## src/rtl/mips_pkg.sv

```systemverilog
// Shared fetch-stage types and constants: queue state, entry layout, reset PC.
// Latency: none (declarations only).
// Backpressure: not applicable.
package mips_pkg;

  localparam int INST_WIDTH = 32;
  localparam logic [31:0] RESET_PC_DEFAULT = 32'h0040_0000;

  typedef enum logic {
    RUN,
    DRAIN
  } ifq_state_t;

  typedef struct packed {
    logic [INST_WIDTH-1:0] data;
    logic [INST_WIDTH-1:0] pc_4;
  } ifq_entry_t;

  localparam int IFQ_ENTRY_W = $bits(ifq_entry_t);

endpackage

```

## src/rtl/ifq_fifo.sv

```systemverilog
// Synchronous FIFO with flush; the head is read straight from the storage registers.
// Latency: a push is visible at the head one cycle later.
// Backpressure: a push into a full FIFO is taken only when a pop happens in the same cycle.
module ifq_fifo #(
  parameter int DEPTH = 4,
  parameter int W     = 64
) (
  input  logic                         clk,
  input  logic                         reset,
  input  logic                         flush,
  input  logic                         push,
  input  logic [W-1:0]                 push_entry,
  input  logic                         pop,
  output logic [W-1:0]                 head,
  output logic [$clog2(DEPTH+1)-1:0]   count
);

  localparam int CW = $clog2(DEPTH+1);
  localparam int PW = $clog2(DEPTH);

  logic [W-1:0]  mem [DEPTH];
  logic [PW-1:0] wr_ptr;
  logic [PW-1:0] rd_ptr;
  logic          do_push;
  logic          do_pop;

  assign do_pop  = pop && (count != '0);
  assign do_push = push && ((count != CW'(DEPTH)) || do_pop);
  assign head    = mem[rd_ptr];

  always_ff @(posedge clk or posedge reset) begin
    if (reset) begin
      wr_ptr <= '0;
      rd_ptr <= '0;
      count  <= '0;
      for (int i = 0; i < DEPTH; i++) mem[i] <= '0;
    end else if (flush) begin
      wr_ptr <= '0;
      rd_ptr <= '0;
      count  <= '0;
    end else begin
      if (do_push) begin
        mem[wr_ptr] <= push_entry;
        wr_ptr      <= wr_ptr + PW'(1);
      end
      if (do_pop) rd_ptr <= rd_ptr + PW'(1);
      count <= count + CW'(do_push) - CW'(do_pop);
    end
  end

endmodule

```

## src/rtl/if_prefetch_queue.sv

```systemverilog
// Instruction prefetch queue: credit-limited fetch, in-order responses, redirect with drain. Optional IFQ_BYPASS_EN.
// Latency: response to inst_valid one cycle (same cycle with IFQ_BYPASS_EN and an empty queue).
// Backpressure: inst_ready low fills the queue; requests stop once outstanding+queued reaches DEPTH.
module if_prefetch_queue
  import mips_pkg::*;
#(
  parameter int          DEPTH    = 4,
  parameter logic [31:0] RESET_PC = RESET_PC_DEFAULT
) (
  input  logic                       clk,
  input  logic                       reset,
  input  logic                       redirect_valid,
  input  logic [31:0]                redirect_pc,
  output logic                       mem_req_valid,
  input  logic                       mem_req_ready,
  output logic [31:0]                mem_req_addr,
  input  logic                       mem_rsp_valid,
  input  logic [31:0]                mem_rsp_data,
  output logic                       inst_valid,
  input  logic                       inst_ready,
  output logic [31:0]                inst_data,
  output logic [31:0]                inst_pc_4,
  output logic [$clog2(DEPTH+1)-1:0] queue_count
);

  localparam int CW = $clog2(DEPTH+1);

  ifq_state_t    state;
  logic [31:0]   fetch_pc;
  logic [CW-1:0] outstanding;
  logic [CW-1:0] drop_cnt;
  logic [CW-1:0] fifo_count;
  logic [CW-1:0] rsp_left;
  logic [CW:0]   credit_used;
  logic          req_fire;
  logic          rsp_run;
  logic          head_valid;
  logic          bypass;
  logic          fifo_push;
  logic          fifo_pop;
  ifq_entry_t    rsp_entry;
  ifq_entry_t    head;

  assign credit_used   = {1'b0, outstanding} + {1'b0, fifo_count};
  assign mem_req_valid = !reset && (state == RUN) && !redirect_valid &&
                         (credit_used < (CW+1)'(DEPTH));
  assign mem_req_addr  = fetch_pc;
  assign req_fire      = mem_req_valid && mem_req_ready;
  assign rsp_run       = mem_rsp_valid && (state == RUN) && !redirect_valid;
  assign rsp_left      = outstanding - CW'(mem_rsp_valid);

  // Responses are in order, so the oldest outstanding address trails fetch_pc by 4*outstanding.
  assign rsp_entry.data = mem_rsp_data;
  assign rsp_entry.pc_4 = fetch_pc - 32'({outstanding, 2'b00}) + 32'd4;

  assign head_valid = (fifo_count != '0);
`ifdef IFQ_BYPASS_EN
  assign bypass = rsp_run && !head_valid;
`else
  assign bypass = 1'b0;
`endif

  assign inst_valid  = head_valid || bypass;
  assign inst_data   = bypass ? rsp_entry.data : head.data;
  assign inst_pc_4   = bypass ? rsp_entry.pc_4 : head.pc_4;
  assign queue_count = fifo_count;
  assign fifo_push   = rsp_run && !(bypass && inst_ready);
  assign fifo_pop    = inst_ready && head_valid;

  ifq_fifo #(
    .DEPTH (DEPTH),
    .W     (IFQ_ENTRY_W)
  ) u_fifo (
    .clk        (clk),
    .reset      (reset),
    .flush      (redirect_valid),
    .push       (fifo_push),
    .push_entry (rsp_entry),
    .pop        (fifo_pop),
    .head       (head),
    .count      (fifo_count)
  );

  always_ff @(posedge clk or posedge reset) begin
    if (reset) begin
      state       <= RUN;
      fetch_pc    <= RESET_PC;
      outstanding <= '0;
      drop_cnt    <= '0;
    end else begin
      case (state)
        RUN: begin
          if (redirect_valid) begin
            fetch_pc    <= redirect_pc;
            outstanding <= '0;
            drop_cnt    <= rsp_left;
            state       <= (rsp_left != '0) ? DRAIN : RUN;
          end else begin
            if (req_fire) fetch_pc <= fetch_pc + 32'd4;
            outstanding <= outstanding + CW'(req_fire) - CW'(mem_rsp_valid);
          end
        end
        DRAIN: begin
          if (redirect_valid) fetch_pc <= redirect_pc;
          if (mem_rsp_valid) begin
            drop_cnt <= drop_cnt - CW'(1);
            if (drop_cnt == CW'(1)) state <= RUN;
          end
        end
        default: state <= RUN;
      endcase
    end
  end

endmodule

```

## config.mk

```make
export PLATFORM = sky130hd
export DESIGN_NAME = if_prefetch_queue
export DESIGN_NICKNAME = d
export VERILOG_FILES = /design/src/rtl/mips_pkg.sv /design/src/rtl/ifq_fifo.sv /design/src/rtl/if_prefetch_queue.sv
export SDC_FILE = /design/constraint.sdc
export NUM_CORES = 1
export LEC_CHECK = 0
export CORE_ASPECT_RATIO = 1.75
export CORE_UTILIZATION = 45
export DETAILED_ROUTE_END_ITERATION = 10
export PLACE_DENSITY = 0.66
export SLEW_MARGIN = 20
export SYNTH_ARGS = -nofsm -noshare
export SYNTH_HDL_FRONTEND = slang
export SYNTH_HIERARCHICAL = 1
export SYNTH_SLANG_ARGS = --single-unit
export TNS_END_PERCENT = 30
```

## constraint.sdc

```tcl
create_clock -name clk -period 9.98 [get_ports clk]
set_clock_uncertainty 0.1 [all_clocks]
set_input_delay 0.998 -clock clk [delete_from_list [all_inputs] [get_ports clk]]
set_output_delay 0.998 -clock clk [all_outputs]
set_load 0.01 [all_outputs]
```

* After elaboration in Yosys (flattened, before gate mapping)
Index checks and enable logic that the tools add are counted.
** Storage, ports and cells
- Flip-flop bits (word level) :: 302
- Input port bits :: 70
- Output and inout port bits :: 101
- Word-level logic and storage cells :: 81
** Operators by class
- Add/sub/neg operators :: 12
- $lt $le $gt $ge :: 4
- Equality and inequality tests :: 6
- Muxes and demuxes :: 24
- Bitwise operators :: 4
- Reduce and logical (&&, ||, !) cells :: 20
** Operators by type and width (number)
- bitwise mux 256 bit :: 1
- 2-to-1 mux 64 bit :: 3
- binary-select mux 64 bit (select 2 bit) :: 1
- demux 64 bit (select 2 bit) :: 1
- 2-to-1 mux 32 bit :: 3
- adder 32 x 3 -> 32 bit (second input constant) :: 2
- one-hot mux 32 bit (2 select lines) :: 1
- subtractor 32 x 5 -> 32 bit :: 1
- 2-to-1 mux 3 bit :: 4
- logical AND 1 bit :: 10
- subtractor 3 x 1 -> 3 bit :: 3
- 2-to-1 mux 2 bit :: 4
- adder 3 x 1 -> 3 bit :: 2
- >= comparator 3 bit (second input constant) :: 2
- != test 2 bit (second input constant) :: 3
- != test 3 bit (second input constant) :: 2
- inverter 2 -> 3 bit :: 2
- one-hot mux 3 bit (2 select lines) :: 1
- AND reduction 2 bit :: 3
- nonzero test 3 bit :: 2
- adder 2 x 1 -> 2 bit (second input constant) :: 2
- adder 3 x 3 -> 4 bit :: 1
- < comparator 4 x 3 -> 1 bit (second input constant) :: 1
- 2-to-1 mux 1 bit :: 4
- other kinds (8) :: 11

* Logic depth before layout (Yosys ltp)
- Word-level depth :: 8
- Gate-level depth with buffers :: 17
- Depth with buffers taken out :: 15

* Cells and area by module
Netlist, hierarchy kept.
** Modules (own cells, without submodules)
- ifq_fifo :: times used 1, cells each 663, area an instance 12091.6 um2, seq. area each 6581.3 um2
- if_prefetch_queue :: times used 1, cells each 556, area an instance 4319.1 um2, seq. area each 977.2 um2

* Worst setup path after synthesis
Ideal clock, no wire load.
- Kind :: in2reg
- From :: in reset
- To :: reg outstanding[2]
- Setup time :: 0.129 ns
- Arrival :: 3.242 ns
- Data required time :: 9.751 ns
- Path slack :: 6.509 ns
- Stages on the path :: 16
- Buffers on the path :: 2
- Path through :: nor4_1 nand2_1 a31oi_2 and2_1 buf_4 inv_2 buf_4 ha_1 inv_1 ha_1 inv_1 fa_1 xor2_1 nor2_1 o21ai_0 o21ai_0
** Between the ends
- Cells in the longest elaborated chain, start to end :: 8
** RTL lines
- start, declared :: line if_prefetch_queue.sv:11 : input logic reset,
- logical NOT 1 bit (no source line)
- logical AND 1 bit (3 in series) :: line if_prefetch_queue.sv:45 : assign mem_req_valid = !reset && (state == RUN) && !redirect_valid &&
- via mem_req_valid :: line if_prefetch_queue.sv:14 : output logic mem_req_valid,
- logical AND 1 bit :: line if_prefetch_queue.sv:48 : assign req_fire = mem_req_valid && mem_req_ready;
- adder 3 x 1 -> 3 bit :: line if_prefetch_queue.sv:100 : outstanding <= outstanding + CW'(req_fire) - CW'(mem_rsp_valid);
- subtractor 3 x 1 -> 3 bit :: line if_prefetch_queue.sv:100
- 2-to-1 mux 3 bit :: line if_prefetch_queue.sv:93 : if (redirect_valid) begin
- end signal, assigned :: line if_prefetch_queue.sv:100
- end, declared :: line if_prefetch_queue.sv:30 : logic [CW-1:0] outstanding;
The timed path passes the listed nets, and every way through them passes these cells.
A chain may end at the register's enable or synchronous reset.

* Worst setup path in the final report
- From :: reg u_fifo.rd_ptr[0]
- To :: out inst_pc_4[24]
** Between the ends
- Cells in the longest elaborated chain, start to end :: 4
** RTL lines
- start, declared :: line ifq_fifo.sv:23 : logic [PW-1:0] rd_ptr;
- start signal, assigned :: line ifq_fifo.sv:46 : if (do_pop) rd_ptr <= rd_ptr + PW'(1);
- inverter 2 -> 3 bit (not written as such) :: line ifq_fifo.sv:29 : assign head = mem[rd_ptr];
- binary-select mux 64 bit (select 2 bit) :: line ifq_fifo.sv:29
- 2-to-1 mux 64 bit (not written as such) (2 in series) :: line ifq_fifo.sv:29
- end, declared :: line if_prefetch_queue.sv:22 : output logic [31:0] inst_pc_4,
Every way passes these cells. The select of a mux whose other input is x is not followed.

==> run summary <==
register area share after synthesis: 46.1%
Syn Nets: 1363
crit share post-route: 43.4%
Min-Delay Path Class: reg2reg
# diodes: 0
total CTS buffers: 30
total chip power: 3930 uW
Ports: 171
share of cells above drive strength 1: 29.1%
fmax: 231 MHz
area grow syn2layout: 18.1%
Clock Latency Late Sink: 0.58 ns
vias in the first global route: 10900
hold_buf cts: 0
Worst VDD drop: 0.140 mV
cell family with most CP delay: buffers and inverters
DRT Wirelength: 36300 um
Synth Instances: 1219
Worst-Margin Slew: 0.983 ns
crit path time final: 4.33 ns
CORE AREA: 35900 um2
setup TNS: 0 ns
Setup crit start: u_fifo/rd_ptr[0]
non-filler cells, final: 1862
Syn Area/Cell: 13.5 um2
Die X-Extent: 146 um
post-synth cell types: 69
register-to-register setup slack: 6.26 ns
Area contributors post-synth: dfrtp_1 (46%), mux2_4 (11%), mux2_2 (8.8%), mux4_2 (8.8%), ha_1 (5.5%)
first-pass GRT wire length: 59400 um
post-CTS resize count: 0
port buffer count: 170
clock buffer depth: 3
Power Dens Cells: 203 nW/um2
HPWL Detailed: 23800 um
Final Wtd Congestion: 0.862
DRT antenna net count: 0
placed insts: 1809
Pleak: 0.00878 uW
Synth area leader: dfrtp_1
Post-synth EDFFs: 0
initial drt markers: 312
nets@finish: 1515
CTS tree: yes
Starting Density: 45.7%
Die Y: 255 um
DIE AREA: 37300 um2
register bit total from synthesis: 302
CP Max Fanout: 45
largest net degree at the start of global routing: 129
routed len/inst: 19.5 um
Setup CP Type: reg2out
Root Driver: clkbuf_16
Largest stage delay, worst path: 0.77 ns
ys async rst share: 100%
Critical Path RT: 8.88 ns
row count: 92
Pre-Repair DR Iteration Count: 6
Hold Fails Final Rpt: 0
Yosys warning count: 6
antenna violations before repair: 0
RSZ-0062 raised after global routing: no
reg2reg start: u_fifo/count[1]
DRC Markers: 0
CP Capture Type: primary output
max_cap viols: 0
fillcell total: 3086
Vias/cell: 5.47
CP max stage cell: buf_4
Mapped Area: 16400 um2
Arrival @ worst endpoint: 3.23 ns
CP Cell Sequence: buf_4 > mux4_2 > clkdlybuf4s50_1
Main synth FF type: dfrtp_1
via count: 10200
# Post-CTS Setup Buffers: 0
Tot GR Track Use: 20.0%
Sink Count: 302
min-delay src: u_fifo/mem[149]
Bufs and invs on worst path: 2
grt total ovfl: 0
post-synth top area share: 45.9%
Final setup violation count: 0
CTS HTree Levels: 1
Setup crit start kind: register
Max-Slew Margin vs Limit: 34.5%
Clock transition at path regs: 0.06 ns
outcome: complete, no violations
fin. max-slew vios: 0
## placed cells by master, fill, tap and decap left out, types with 10 or more instances in the layout
master / n
clkbuf_16: 30
ha_1: 72
mux2_2: 128
xor2_1: 15
mux2_4: 120
mux4_2: 64
nand3_1: 15
nand2_1: 59
buf_4: 14
o21ai_1: 20
nor3_1: 17
o21ai_0: 28
a21oi_1: 53
clkdlybuf4s50_1: 169
dfrtp_1: 299
o22ai_1: 13
xnor2_1: 22
nor2_1: 54
mux2_1: 11
inv_1: 48
clkbuf_8: 10
## layer usage
| layer | up-vias | share of wire [%] | GRT usage (%) |
|---|---|---|---|
| met1 | 5220 | 42 | 24.7 |
| met3 | 56 | 2.8 | 2.00 |
| li1 | 4734 | - | - |
| met5 | - | 0 | 0 |
| met2 | 184 | 53 | 36.6 |
| met4 | 0 | 2.5 | 5.98 |
## power breakdown
group	switching (uW)	total, uW	internal (uW)
clock network	489	1190	701
logic	569	1240	675
registers	117	1490	1380
## per-stage QoR
stage	util, %	instance area [um2]	hold slack (ns)	setup slack, ns
6_report	54.0	19400	0.380	5.65
5_1_grt	54.0	19400	0.396	5.47
4_1_cts	54.0	19400	0.383	5.53
3_5_place_dp	51.0	18300	0.369	5.58
3_3_place_gp	51.0	18300	0.362	5.60
2_1_floorplan	-	16400	0.352	1.64
## worst paths after layout
path / end / cells after the start
min reg2reg: u_fifo/mem[149] / 1
min in group asynchronous: drop_cnt[1] / 2
max in group asynchronous: u_fifo/mem[25] / 4
max: inst_pc_4[24] / 3
min: u_fifo/mem[149] / 1
max reg2reg: u_fifo/count[2] / 13
## registers in the layout, indices dropped and copies added (netlist names)
| name | cells |
|---|---|
| u_fifo/mem | 256 |
| mem_req_addr | 32 |
| drop_cnt | 3 |
| outstanding | 3 |
| u_fifo/count | 3 |
| u_fifo/rd_ptr | 2 |
| u_fifo/wr_ptr | 2 |
| state | 1 |
## layout make-up
cell class	instances	area [um2]	share of cell area [%]
timing repair buffer	184	1800	9.30
clock buffer	43	900	4.64
sequential	302	7570	39.0
inverter	50	195	1.01
tap	470	588	3.03
clock inverter	10	146	0.756
multi-input combinational	803	8180	42.2
## cell families (layout without fill, tap and decap cells)
logic type,after synthesis,in the layout,share of synthesized area (%)
AO/OA/AOI/OAI,169,169,6.26
AND/OR/NAND/NOR,198,198,6.34
flip-flops,302,302,46.1
XOR/XNOR,37,37,1.97
buffers and inverters,114,287,4.21
multiplexers,325,325,29.4
adder cells (fa/ha/maj),74,74,5.73
## synthesized netlist by cell type, types with 9 or more instances
| master | instances |
|---|---|
| ha_1 | 72 |
| o22ai_1 | 13 |
| xnor2_1 | 22 |
| o21ai_1 | 20 |
| mux2_2 | 128 |
| inv_1 | 49 |
| clkbuf_1 | 12 |
| buf_12 | 12 |
| mux2_4 | 120 |
| mux4_2 | 64 |
| xor2_1 | 15 |
| nor2_1 | 54 |
| buf_2 | 27 |
| mux2_1 | 11 |
| nand2_1 | 59 |
| dfrtp_1 | 301 |
| nor3_1 | 17 |
| nand3_1 | 15 |
| and3_1 | 9 |
| o21ai_0 | 28 |
| nand4_1 | 9 |
| a21oi_1 | 53 |
## worst reg2reg max path, cell delays in order, from the launching register on
cell and delay (ns):
dfrtp_1 0.51, or3_1 0.45, and2_1 0.23, nor4b_4 0.67, and2b_2 0.31, inv_1 0.08
ha_1 0.22, inv_1 0.05, ha_1 0.12, inv_1 0.05, fa_1 0.37, xor2_1 0.16
and2_1 0.17, nor3_1 0.13
Power figures use the tool's default switching activity.
